[config.mk]
export PLATFORM = sky130hd
export DESIGN_NAME = line_engine
export DESIGN_NICKNAME = d
export VERILOG_FILES = /design/src/rtl/line_engine.sv
export SDC_FILE = /design/constraint.sdc
export NUM_CORES = 1
export LEC_CHECK = 0
export ABC_AREA = 0
export ABC_CLOCK_PERIOD_IN_PS = 16000
export CORE_MARGIN = 8
export CORE_UTILIZATION = 60
export CTS_CLUSTER_SIZE = 12
export DETAILED_ROUTE_END_ITERATION = 10
export GPL_ROUTABILITY_DRIVEN = 0
export GPL_TIMING_DRIVEN = 0
export PLACE_DENSITY = 0.91
export SETUP_SLACK_MARGIN = 0.15
export SLEW_MARGIN = 40
export SYNTH_ARGS = -nofsm -noshare
export SYNTH_HDL_FRONTEND = slang
export SYNTH_SLANG_ARGS = --single-unit
[constraint.sdc]
create_clock -name clk -period 16 [get_ports clk]
set_input_delay 2.4 -clock clk [delete_from_list [all_inputs] [get_ports clk]]
set_output_delay 2.4 -clock clk [all_outputs]
set_load 0.02 [all_outputs]
[src/rtl/line_engine.sv]
// Bresenham line rasterizer: CPU loads color/endpoints, pulses trigger, and the
// block emits one frame-buffer word write per pixel on a valid/ready port.
`timescale 1ns/1ps
module line_engine #(
  parameter logic [31:0] FB_BASE = 32'h1000_0000,
  parameter int unsigned COORD_W = 10
) (
  input  logic               clk,
  input  logic               rst,
  input  logic [31:0]        line_color,
  input  logic [COORD_W-1:0] line_point,
  input  logic               line_color_valid,
  input  logic               line_x0_valid,
  input  logic               line_y0_valid,
  input  logic               line_x1_valid,
  input  logic               line_y1_valid,
  input  logic               line_trigger,
  output logic               line_ready,
  output logic [31:0]        fb_addr,
  output logic [31:0]        fb_din,
  output logic [3:0]         fb_we,
  output logic               fb_valid,
  input  logic               fb_ready
);

  typedef enum logic [1:0] {IDLE, SETUP, DRAW} state_t;

  state_t                    state_q, state_d;
  logic [31:0]               color_q, color_d;
  logic [COORD_W-1:0]        x0_q, x0_d, y0_q, y0_d, x1_q, x1_d, y1_q, y1_d;
  logic [COORD_W-1:0]        cx_q, cx_d, cy_q, cy_d, xend_q, xend_d;
  logic [COORD_W-1:0]        dx_q, dx_d, dy_q, dy_d;
  logic signed [COORD_W+1:0] err_q, err_d;
  logic                      steep_q, steep_d, yneg_q, yneg_d;

  // Setup datapath: octant folding of the loaded endpoints
  logic [COORD_W-1:0] adx, ady;
  logic [COORD_W-1:0] ax0, ay0, ax1, ay1;
  logic [COORD_W-1:0] sx0, sy0, sx1, sy1;
  logic               steep, swap;
  logic signed [COORD_W+1:0] err_step;
  logic [COORD_W-1:0] px, py;

  always_comb begin
    adx   = (x1_q >= x0_q) ? (x1_q - x0_q) : (x0_q - x1_q);
    ady   = (y1_q >= y0_q) ? (y1_q - y0_q) : (y0_q - y1_q);
    steep = ady > adx;
    ax0   = steep ? y0_q : x0_q;
    ay0   = steep ? x0_q : y0_q;
    ax1   = steep ? y1_q : x1_q;
    ay1   = steep ? x1_q : y1_q;
    swap  = ax0 > ax1;
    sx0   = swap ? ax1 : ax0;
    sy0   = swap ? ay1 : ay0;
    sx1   = swap ? ax0 : ax1;
    sy1   = swap ? ay0 : ay1;
  end

  assign err_step = err_q - signed'({2'b00, dy_q});

  always_comb begin
    state_d = state_q;
    color_d = color_q;
    x0_d    = x0_q;
    y0_d    = y0_q;
    x1_d    = x1_q;
    y1_d    = y1_q;
    cx_d    = cx_q;
    cy_d    = cy_q;
    xend_d  = xend_q;
    dx_d    = dx_q;
    dy_d    = dy_q;
    err_d   = err_q;
    steep_d = steep_q;
    yneg_d  = yneg_q;
    case (state_q)
      IDLE: begin
        if (line_color_valid) color_d = line_color;
        if (line_x0_valid)    x0_d    = line_point;
        if (line_y0_valid)    y0_d    = line_point;
        if (line_x1_valid)    x1_d    = line_point;
        if (line_y1_valid)    y1_d    = line_point;
        if (line_trigger)     state_d = SETUP;
      end
      SETUP: begin
        steep_d = steep;
        cx_d    = sx0;
        cy_d    = sy0;
        xend_d  = sx1;
        dx_d    = sx1 - sx0;
        dy_d    = (sy1 >= sy0) ? (sy1 - sy0) : (sy0 - sy1);
        err_d   = signed'({2'b00, 1'b0, dx_d[COORD_W-1:1]});
        yneg_d  = !(sy0 < sy1);
        state_d = DRAW;
      end
      DRAW: begin
        if (fb_ready) begin
          if (cx_q == xend_q) begin
            state_d = IDLE;
          end else begin
            cx_d  = cx_q + 1'b1;
            err_d = err_step;
            if (err_step[COORD_W+1]) begin
              cy_d  = yneg_q ? (cy_q - 1'b1) : (cy_q + 1'b1);
              err_d = err_step + signed'({2'b00, dx_q});
            end
          end
        end
      end
      default: state_d = IDLE;
    endcase
  end

  always_ff @(posedge clk or negedge rst) begin
    if (!rst) begin
      state_q <= IDLE;
      color_q <= '0;
      x0_q    <= '0;
      y0_q    <= '0;
      x1_q    <= '0;
      y1_q    <= '0;
      cx_q    <= '0;
      cy_q    <= '0;
      xend_q  <= '0;
      dx_q    <= '0;
      dy_q    <= '0;
      err_q   <= '0;
      steep_q <= 1'b0;
      yneg_q  <= 1'b0;
    end else begin
      state_q <= state_d;
      color_q <= color_d;
      x0_q    <= x0_d;
      y0_q    <= y0_d;
      x1_q    <= x1_d;
      y1_q    <= y1_d;
      cx_q    <= cx_d;
      cy_q    <= cy_d;
      xend_q  <= xend_d;
      dx_q    <= dx_d;
      dy_q    <= dy_d;
      err_q   <= err_d;
      steep_q <= steep_d;
      yneg_q  <= yneg_d;
    end
  end

  // Steep lines were walked with x/y exchanged; swap back for the address
  assign px         = steep_q ? cy_q : cx_q;
  assign py         = steep_q ? cx_q : cy_q;
  assign fb_valid   = (state_q == DRAW);
  assign line_ready = (state_q == IDLE);
  assign fb_we      = fb_valid ? '1 : '0;
  assign fb_din     = color_q;
  assign fb_addr    = fb_valid ? {FB_BASE[31:22], py, px, 2'b00} : '0;

endmodule
# Yosys cells after proc, flatten, opt, wreduce, memory -nomap -nowiden
# Index checks and enable logic that the tools add are counted.
# W data, S select, Z words.
word_totals:
  inputBits: 51
  elab_cells: 82
  ff_bits: 138
classes:
  n_reduce_logical: 11
  eq_ne: 8
  n_addsub: 12
  magnitude_cmp: 6
  mux: 31
op_table:
  columns: ["op", "n"]
  rows:
  - ["$mux W10", 19]
  - ["$sub A10 B10 Y10", 7]
  - ["$pmux W10 S2", 2]
  - ["$mux W12", 3]
  - ["$ge A10 B10 Y1", 3]
  - ["$mux W29", 1]
  - ["$pmux W12 S2", 1]
  - ["$add A10 B1 Y10 const B", 2]
  - ["$gt A10 B10 Y1", 2]
  - ["$add A12 B11 Y12", 1]
  - ["$sub A12 B11 Y12", 1]
  - ["$eq A10 B10 Y1", 1]
  - ["$lt A10 B10 Y1", 1]
  - ["$reduce_and A2 Y1", 5]
  - ["$sub A10 B1 Y10 const B", 1]
  - ["$mux W2", 3]
  - ["$ne A2 B1 Y1 const B", 3]
  - ["$pmux W2 S3", 1]
  - ["$reduce_and A3 Y1", 2]
  - ["$mux W4", 1]
  - ["$ne A2 B2 Y1 const B", 2]
  - ["$reduce_and A4 Y1", 1]
  - ["$eq A2 B1 Y1 const B", 1]
  - ["$eq A2 B2 Y1 const B", 1]
  - ["3 further kinds", 3]

# Logic depth before layout (Yosys ltp)
# Gate-level depths: netlist (run 1).
logic_depth:
  depth_word: 8
  depth_mapped: 56
  ltp_nobuf: 49

# Worst setup path after synthesis (run 1)
# OpenSTA, ideal clock, no wires.
synth_timing:
  path_type: "register to register"
  start: "register y0_q[3]"
  end: "register dy_q[9]"
  setup_time_ps: 134
  required_time_ps: 15866
  path_stages_with_launch: 54
  setup_slack_ps: 5877
  period_less_slack_ps: 10123
  arrival_time_ps: 9989
  path_cell_list: "dfrtp_1 -> inv_1 -> ha_1 -> clkbuf_1 -> and4_1 -> a211oi_1 -> o21ba_2 -> o21bai_1 -> a21o_1 -> a21oi_1 -> o21ai_1 -> clkbuf_1 -> mux2_2 -> a21oi_1 -> o21ai_0 -> xor2_1 -> ha_1 -> nand4_1 -> (+18 left out) -> mux2i_1 -> inv_1 -> ha_1 -> inv_1 -> fa_1 -> a21oi_1 -> o21ai_0 -> a21o_1 -> a21oi_1 -> o21a_1 -> o21ai_0 -> clkbuf_1 -> a311o_1 -> a22o_1 -> a21oi_1 -> o21ai_0 -> xnor2_1 -> o21ai_0"
synth_between:
  elab_chain_len: 8
  word_cells_on_any_way: 16
  cone_classes: "add/sub (4); order compare (4); mux (8)"
synth_rtl:
  columns: ["item", "line", "rtl"]
  rows:
  - ["from (decl)", "30", "logic [COORD_W-1:0] x0_q, x0_d, y0_q, y0_d, x1_q, x1_d, y1_q, y1_d;"]
  - ["from (signal assigned)", "134", "y0_q <= y0_d;"]
  - ["$sub A10 B10 Y10 / $ge A10 B10 Y1 (equally long branches)", "46", "ady = (y1_q >= y0_q) ? (y1_q - y0_q) : (y0_q - y1_q);"]
  - ["$mux W10", "46", null]
  - ["$gt A10 B10 Y1", "47", "steep = ady > adx;"]
  - ["$mux W10 (on tied branches)", "48, 50", null]
  - ["$gt A10 B10 Y1", "52", "swap = ax0 > ax1;"]
  - ["$mux W10 (on tied branches)", "54, 56", null]
  - ["$sub A10 B10 Y10 / $ge A10 B10 Y1 (equally long branches)", "91", "dy_d = (sy1 >= sy0) ? (sy1 - sy0) : (sy0 - sy1);"]
  - ["$mux W10 *", "91", null]
  - ["to (signal assigned)", "141", "dy_q <= dy_d;"]
  - ["to (decl)", "32", "logic [COORD_W-1:0] dx_q, dx_d, dy_q, dy_d;"]
# Mark *: on every way between the ends. The rest lies on a longest branch, timed or not.
# A chain may end at the register's enable or synchronous reset.

# Worst setup path after layout (run 1)
layout_timing:
  start: "register y0_q[3]"
  end: "register dy_q[7]"
# The elaborated chain is that of the path after synthesis.

==> impl_metrics.env, run 1 <==
export IMPL_drc_errors=0
export IMPL_period_needed_ns=13.31
export IMPL_worst_r2r_path_depth=53
export IMPL_die_height_um=156.1
export IMPL_final_layout_size_suffix_gt1_frac=0.08445
export IMPL_min_from="dy_q[4]$_DFFE_PN0N_"
export IMPL_finalSetupViolations=0
export IMPL_post_cts_resized=0
export IMPL_cp_start_kind="flip-flop"
export IMPL_cts_htree_levels=4
export IMPL_synth_edf_count=0
export IMPL_clkTransAtPathRegs_ns=0.06
export IMPL_layout_commonest_cell="a21oi_1"
export IMPL_hold_viol=0
export IMPL_final_antenna_net_count=0
export IMPL_clock_path_buffers=2
export IMPL_rr_endpoint="dy_q[7]$_DFFE_PN0N_"
export IMPL_async_reset_ff_frac=1.000
export IMPL_fmax_ghz=0.07514
export IMPL_cts_root_buf="clkbuf_16"
export IMPL_drv_cap=0
export IMPL_min_period_over_period=0.8318
export IMPL_vias_per_cell=6.374
export IMPL_r2r_slack_ns=2.69
export IMPL_fillers=1362
export IMPL_skew_ns=0.008635
export IMPL_holdBufCountCts=0
export IMPL_dp_hpwl_mm=28.12
export IMPL_nets=1716
export IMPL_synth_warnings=0
export IMPL_grt_max_degree=63
export IMPL_max_stage_delay_ns=0.55
export IMPL_seq_area_frac_synth=0.2933
export IMPL_cts_made_buffers=17
export IMPL_synthCells=1410
export IMPL_crit_path_frequent_cell="a21oi_1"
export IMPL_ios=121
export IMPL_ys_seq_elements=138
export IMPL_grt_pass1_wl_mm=60.19
export IMPL_clock_latency_ns=0.43
export IMPL_dr_pass1_iters=7
export IMPL_end_kind="flip-flop"
export IMPL_num_vias=11652
export IMPL_finalInstanceArea_um2=13870
export IMPL_relSlewSlack=0.4033
export IMPL_worstSetupStartpoint="y0_q[3]$_DFFE_PN0P_"
export IMPL_synth_ff_type="dfrtp_1"
export IMPL_status="finished clean"
export IMPL_antenna_found_initial=0
export IMPL_hp_class="reg -> reg"
export IMPL_cp_max_fo=10
export IMPL_rr_startpoint="y0_q[3]$_DFFE_PN0P_"
export IMPL_wl_mm=36.82
export IMPL_largest_reg_flops=32
export IMPL_synth_cell_types=75
export IMPL_crit_type="reg -> reg"
export IMPL_port_buffers=109
export IMPL_placed_cell_area_um2=13290
export IMPL_die_w_um=156.1
export IMPL_area_growth_pct=17.84
export IMPL_worst_slew_pin_slew_ns=0.8857
export IMPL_cts_tree="yes"
export IMPL_grt_setup_unrepaired="false"
export IMPL_crit_end="dy_q[7]$_DFFE_PN0N_"
export IMPL_start_util=0.6089
export IMPL_avgSynthCellArea_um2=8.349
export IMPL_core_rowCount=51
export IMPL_syn_area_um2=11770
export IMPL_cts_num_sinks=138
export IMPL_wire_per_inst_um=20.14
export IMPL_crit_arrival_ns=13.59
export IMPL_dieArea_um2=24360
export IMPL_grt_overflow=0
export IMPL_slew_violations=0
export IMPL_fp_coreArea_um2=19330
export IMPL_first_global_vias=11829
export IMPL_final_setup_tns_ns=0
export IMPL_grtUsageTotal=0.3090
export IMPL_cp_slowest_cell="clkbuf_1"
export IMPL_diodes=0
export IMPL_layout_cells_most_common_list="a21oi_1 (144), nand2_1 (141), dfrtp_1 (138)"
export IMPL_drt_iter0_markers=1665
export IMPL_postCtsSetupRepairBufs=0
export IMPL_crit_required_ns=16.28
## layer usage
| layer | GRT usage | vias to the layer above | share of wire |
|---|---|---|---|
| met5 | 0 | - | 0 |
| met4 | 0.1751 | 0 | 0.057 |
| met3 | 0.1000 | 220 | 0.12 |
| met2 | 0.4897 | 813 | 0.46 |
| met1 | 0.3637 | 5442 | 0.36 |
| li1 | - | 5177 | - |
## worst min-delay path by stage
stage                          end  slack [ns]  depth (start not counted)
2_1_floorplan  dy_q[1]$_DFFE_PN0N_        0.45                          2
3_3_place_gp   dy_q[5]$_DFFE_PN0N_        0.47                          2
3_5_place_dp   dy_q[7]$_DFFE_PN0N_        0.47                          2
4_1_cts        dy_q[4]$_DFFE_PN0N_        0.49                          2
5_1_grt        dy_q[0]$_DFFE_PN0N_        0.52                          2
6_report       dy_q[4]$_DFFE_PN0N_        0.50                          2
## synthesized netlist by cell type (3+ instances only)
library cell	number	share of area
ha_1	106	0.11
nand2_1	141	0.045
o31ai_1	4	0.0026
inv_1	114	0.036
o21a_1	8	0.0051
buf_4	16	0.010
o22ai_1	7	0.0037
dfrtp_1	138	0.29
nor3_1	7	0.0030
o221ai_1	4	0.0030
clkbuf_1	47	0.015
and2_1	12	0.0064
mux2_2	50	0.048
xnor2_1	48	0.036
a31oi_1	11	0.0058
a221o_1	3	0.0026
xor2_1	19	0.014
a21oi_1	145	0.062
nor2b_1	11	0.0058
a311o_1	4	0.0034
o211ai_1	6	0.0038
a21boi_0	3	0.0019
nor2_1	111	0.035
buf_1	10	0.0032
or3_1	3	0.0016
and3_1	7	0.0037
o21ai_0	131	0.056
nand3_1	15	0.0064
o21bai_1	18	0.011
buf_2	12	0.0051
o21ai_1	12	0.0051
fa_1	9	0.015
a211oi_1	19	0.012
nand2b_1	11	0.0058
a21o_1	23	0.015
nand4_1	7	0.0037
mux2i_1	70	0.060
## kinds of logic (layout without fill, tap and decap cells)
kind of cell | after synthesis | in the layout | synth area share
XOR/XNOR | 67 | 67 | 0.04985
adder cells (fa/ha/maj) | 116 | 116 | 0.1288
buffers and inverters | 199 | 342 | 0.06983
flip-flops | 138 | 138 | 0.2933
AO/OA/AOI/OAI | 437 | 437 | 0.2290
other | 1 | 11 | 0.0003185
AND/OR/NAND/NOR | 332 | 332 | 0.1215
multiplexers | 120 | 120 | 0.1073
## per-stage QoR
step	worst slack [ns]	hold WS [ns]	instances	util
2_1_floorplan	5.877	0.4498	1420	-
3_3_place_gp	3.654	0.4654	1794	0.6844
3_5_place_dp	3.369	0.4708	1796	0.6875
4_1_cts	3.150	0.4946	1828	0.7173
5_1_grt	1.992	0.5156	1828	0.7175
6_report	2.692	0.4965	1828	0.7175
## area by class of cell
type                    instances  area (um2)  share of cell area
multi-input cells            1083        7538              0.5434
flip-flops and latches        138        3453              0.2489
repair buffers                111        1151             0.08297
clock buffers                  19       442.9             0.03193
inverters                     114       427.9             0.03084
plain buffers                  85       394.1             0.02841
well taps                     265       331.6             0.02390
clock inverters                13       133.9            0.009650
## critical path: cells and delay by family, from the launching register on
family	cells	cell delay [ns]
buf+inv	11	3.26
xor+xnor	2	0.46
simple gates	6	1.25
flops	1	0.50
compound gates	26	5.30
fa+ha+maj	5	1.43
mux	3	0.96
Power of run 1 is not shown: default switching activity piles up to over one toggle a cycle in this logic, so the estimate is an artifact.
==> inputs of run 2 (changes only) <==
- ABC_CLOCK_PERIOD_IN_PS: 16000 -> 12100
- CORE_UTILIZATION: 60 -> 53
- PLACE_DENSITY: 0.91 -> 0.85
- clock period: 16 -> 12.1 ns (I/O delays scaled with it)
==> run 2 against run 1 <==
Via count shrank 1.5%. Sequential share of layout area down 0.29 points. Register-to-register slack worse by 2.2 ns. Design area rose by 1.2%. Largest cell class unchanged. Highest routed layer is now met5.
==> impl_metrics.env, run 2 (synthesis results as in run 1) <==
export IMPL_dieArea_um2=27240
export IMPL_finalInstanceArea_um2=14040
export IMPL_die_w_um=165.0
export IMPL_ios=121
export IMPL_grtUsageTotal=0.2703
export IMPL_final_antenna_net_count=0
export IMPL_wire_per_inst_um=20.10
export IMPL_crit_arrival_ns=11.88
export IMPL_worstSetupStartpoint="y1_q[0]$_DFFE_PN0P_"
export IMPL_pre_cts_ws_ns=-0.6270
export IMPL_max_stage_delay_ns=0.47
export IMPL_area_growth_pct=19.24
export IMPL_grt_setup_unrepaired="false"
export IMPL_cts_made_buffers=17
export IMPL_rr_startpoint="y1_q[0]$_DFFE_PN0P_"
export IMPL_crit_required_ns=12.39
export IMPL_num_vias=11476
export IMPL_cts_root_buf="clkbuf_16"
export IMPL_placed_cell_area_um2=13280
export IMPL_crit_path_frequent_cell="a21oi_1"
export IMPL_start_util=0.5394
export IMPL_min_period_over_period=0.9576
export IMPL_grt_pass1_wl_mm=58.19
export IMPL_grt_max_degree=74
export IMPL_fillers=1725
export IMPL_fp_coreArea_um2=21820
export IMPL_finalSetupViolations=0
export IMPL_grt_overflow=0
export IMPL_cts_htree_levels=4
export IMPL_drt_iter0_markers=1501
export IMPL_final_layout_size_suffix_gt1_frac=0.1050
export IMPL_wl_mm=37.23
export IMPL_cts_tree="yes"
export IMPL_vias_per_cell=6.197
export IMPL_first_global_vias=11363
export IMPL_largest_reg_flops=32
export IMPL_cts_num_sinks=138
export IMPL_diodes=0
export IMPL_cp_start_kind="flip-flop"
export IMPL_layout_commonest_cell="nand2_1"
export IMPL_drc_errors=0
export IMPL_port_buffers=109
export IMPL_period_needed_ns=11.59
export IMPL_clkTransAtPathRegs_ns=0.06
export IMPL_fin_ws_ns=0.5125
export IMPL_worst_slew_pin_slew_ns=0.8436
export IMPL_multi_input_area_um2=7626
export IMPL_relSlewSlack=0.4376
export IMPL_skew_ns=0.01018
export IMPL_end_kind="flip-flop"
export IMPL_worst_hold_slack_ns=0.4867
export IMPL_nets=1726
export IMPL_final_setup_tns_ns=0
export IMPL_hp_class="reg -> reg"
export IMPL_cp_slowest_cell="dfrtp_1"
export IMPL_clock_latency_ns=0.44
export IMPL_status="finished clean"
export IMPL_antenna_found_initial=2
export IMPL_seqCellArea_um2=3453
export IMPL_die_height_um=165.0
export IMPL_slew_violations=0
export IMPL_core_rowCount=54
export IMPL_min_from="dy_q[5]$_DFFE_PN0N_"
export IMPL_dr_pass1_iters=6
export IMPL_holdBufCountCts=0
export IMPL_hold_viol=0
export IMPL_clock_path_buffers=2
export IMPL_fmax_ghz=0.08630
export IMPL_cp_max_fo=10
export IMPL_drv_cap=0
export IMPL_dp_hpwl_mm=27.98
export IMPL_layout_cells_most_common_list="nand2_1 (141), a21oi_1 (138), dfrtp_1 (138)"
export IMPL_crit_type="reg -> reg"
## run 2: cell types whose count changed in the layout (fill, tap and decap cells not counted), sizes merged
cell,before,now
clkbuf,66,69
inv,121,117
clkinv,3,4
buf,41,47
clkinvlp,2,5
## run 2: timing repair
| action | CTS | global route |
|---|---|---|
| buffers inserted | 0 | 11 |
| setup endpoints to repair | 8 | 9 |
| pin swaps | 0 | 7 |
| gates resized for setup | 14 | 30 |
## run 2: final timing paths
path	cells after the start	slack, ns	end
worst max-delay path	55	0.51	dy_q[9]$_DFFE_PN0N_
worst min-delay path	2	0.49	dy_q[5]$_DFFE_PN0N_
worst max register to register	55	0.51	dy_q[9]$_DFFE_PN0N_
worst min register to register	2	0.49	dy_q[5]$_DFFE_PN0N_
max in group asynchronous	2	10.03	dy_q[9]$_DFFE_PN0N_
min in group asynchronous	1	1.32	x1_q[5]$_DFFE_PN0P_
## run 2: layout make-up
| type | count | share of cell area |
|---|---|---|
| inverter | 114 | 0.03048 |
| clock buffer | 18 | 0.03057 |
| timing repair buffer | 121 | 0.08593 |
| buffer | 85 | 0.03013 |
| tap | 280 | 0.02496 |
| clock inverter | 13 | 0.008646 |
| multi-input combinational | 1083 | 0.5433 |
| sequential | 138 | 0.2460 |
## run 2: routing by layer
metal	track usage	vias up	wire, um
li1	-	5194	-
met2	0.4365	721	17380
met1	0.3242	5395	14100
met3	0.08101	164	4059
met5	0	-	1
met4	0.1294	2	1683
## run 2: per-stage QoR
step / utilization / std cells
floorplan: - / 1420
global placement: 0.6072 / 1809
detailed placement: 0.6087 / 1810
CTS: 0.6359 / 1841
global route: 0.6432 / 1852
finish: 0.6432 / 1852
## run 2: worst max-delay path: cells and delay by family, from the launching register on
kind | cells | cell delay [ns]
mux | 3 | 0.65
simple gates | 3 | 0.57
xor+xnor | 2 | 0.46
fa+ha+maj | 6 | 1.77
flops | 1 | 0.47
compound gates | 27 | 4.85
buf+inv | 14 | 2.68
Power of run 2 is left out for the same reason.
==> inputs of run 3 (changes only) <==
- CORE_UTILIZATION: 53 -> 54
- CTS_BUF_LIST: not set -> sky130_fd_sc_hd__clkbuf_4 sky130_fd_sc_hd__clkbuf_8
- PLACE_DENSITY: 0.85 -> 0.86
==> run 3 against run 2 <==
Sequential cell count is the same. Via count up 0.65%. Register-to-register slack better by 0.10 ns. Design area is 0.58% lower. Critical path type unchanged. Core utilization up 0.23 points.
==> impl_metrics.env, run 3 (synthesis results as in run 1) <==
export IMPL_cts_tree="yes"
export IMPL_core_rowCount=54
export IMPL_area_growth_pct=18.55
export IMPL_grt_max_degree=62
export IMPL_slew_violations=0
export IMPL_grtUsageTotal=0.2732
export IMPL_crit_type="reg -> reg"
export IMPL_crit_required_ns=12.45
export IMPL_max_stage_delay_ns=0.47
export IMPL_drv_cap=0
export IMPL_layout_cells_most_common_list="nand2_1 (141), a21oi_1 (138), dfrtp_1 (138)"
export IMPL_placed_cell_area_um2=13310
export IMPL_cts_made_buffers=17
export IMPL_post_route_util=0.6455
export IMPL_clkTransAtPathRegs_ns=0.10
export IMPL_num_vias=11551
export IMPL_fin_ws_ns=0.6153
export IMPL_hold_viol=0
export IMPL_cp_max_fo=10
export IMPL_cts_num_sinks=138
export IMPL_clock_path_buffers=2
export IMPL_final_setup_tns_ns=0
export IMPL_wire_per_inst_um=19.97
export IMPL_dieArea_um2=26780
export IMPL_die_w_um=163.7
export IMPL_relSlewSlack=0.4357
export IMPL_nets=1727
export IMPL_worst_slew_pin_slew_ns=0.8465
export IMPL_finalInstanceArea_um2=13960
export IMPL_antenna_found_initial=0
export IMPL_dr_pass1_iters=8
export IMPL_start_util=0.5445
export IMPL_end_kind="flip-flop"
export IMPL_largest_reg_flops=32
export IMPL_grt_overflow=0
export IMPL_finalSetupViolations=0
export IMPL_die_height_um=163.7
export IMPL_cp_start_kind="flip-flop"
export IMPL_fp_coreArea_um2=21620
export IMPL_dp_hpwl_mm=28.04
export IMPL_cts_htree_levels=4
export IMPL_diodes=0
export IMPL_min_period_over_period=0.9491
export IMPL_fmax_ghz=0.08707
export IMPL_status="finished clean"
export IMPL_ios=121
export IMPL_crit_arrival_ns=11.83
export IMPL_final_layout_size_suffix_gt1_frac=0.1080
export IMPL_wl_mm=37.02
export IMPL_clock_latency_ns=0.48
export IMPL_grt_setup_unrepaired="false"
export IMPL_vias_per_cell=6.230
export IMPL_period_needed_ns=11.48
export IMPL_grt_pass1_wl_mm=58.52
export IMPL_cp_slowest_cell="dfrtp_1"
export IMPL_hp_class="reg -> reg"
export IMPL_pre_cts_ws_ns=-0.5337
export IMPL_drt_iter0_markers=1321
export IMPL_skew_ns=0.01616
export IMPL_drc_errors=0
export IMPL_first_global_vias=11453
export IMPL_cts_root_buf="clkbuf_8"
export IMPL_layout_commonest_cell="nand2_1"
export IMPL_port_buffers=109
export IMPL_crit_path_frequent_cell="a21oi_1"
export IMPL_final_antenna_net_count=0
[run 3: worst max-delay path, delay by kind of cell (launching register included)]
| kind | cells | cell delay, ns |
|---|---|---|
| AO/OA/AOI/OAI | 28 | 4.77 |
| buffers and inverters | 13 | 2.64 |
| adder cells (fa/ha/maj) | 7 | 1.72 |
| AND/OR/NAND/NOR | 4 | 0.65 |
| multiplexers | 2 | 0.59 |
| flip-flops | 1 | 0.47 |
| XOR/XNOR | 2 | 0.44 |
[run 3: final timing paths]
path	startpoint	to	slack, ns	cells after the start
max	y1_q[0]$_DFFE_PN0P_	dy_q[9]$_DFFE_PN0N_	0.62	56
min	dy_q[5]$_DFFE_PN0N_	dy_q[5]$_DFFE_PN0N_	0.50	2
max reg2reg	y1_q[0]$_DFFE_PN0P_	dy_q[9]$_DFFE_PN0N_	0.62	56
min reg2reg	dy_q[5]$_DFFE_PN0N_	dy_q[5]$_DFFE_PN0N_	0.50	2
max in group asynchronous	rst	dy_q[6]$_DFFE_PN0N_	10.05	3
min in group asynchronous	rst	x1_q[5]$_DFFE_PN0P_	1.14	1
[run 3: repair_timing]
item,in CTS,in global routing
setup endpoints to repair,8,9
resized for setup,12,39
buffers inserted,0,11
hold buffers,0,0
pin swaps,0,6
[run 3: metal layers]
metal,share of wire,up-vias,global-route usage
li1,-,5192,-
met1,0.37,5440,0.3272
met2,0.47,752,0.4459
met3,0.11,165,0.07258
met4,0.046,2,0.1368
met5,0.00081,-,0.009452
[run 3: area by class of cell]
cell class                 instances  area (um2)
fill                            1737        7665
multi-input combinational       1083        7635
sequential                       138        3453
timing repair buffer             122        1234
inverter                         114       427.9
buffer                            85       422.9
tap                              280       350.3
clock buffer                      17       234.0
clock inverter                    15       198.9
[run 3: stage by stage]
stage	hold WS (ns)	instances
6_report	0.4985	1854
4_1_cts	0.4944	1843
3_3_place_gp	0.4645	1809
2_1_floorplan	0.4498	1420
3_5_place_dp	0.4732	1811
5_1_grt	0.5264	1854
Power of run 3 is left out for the same reason.
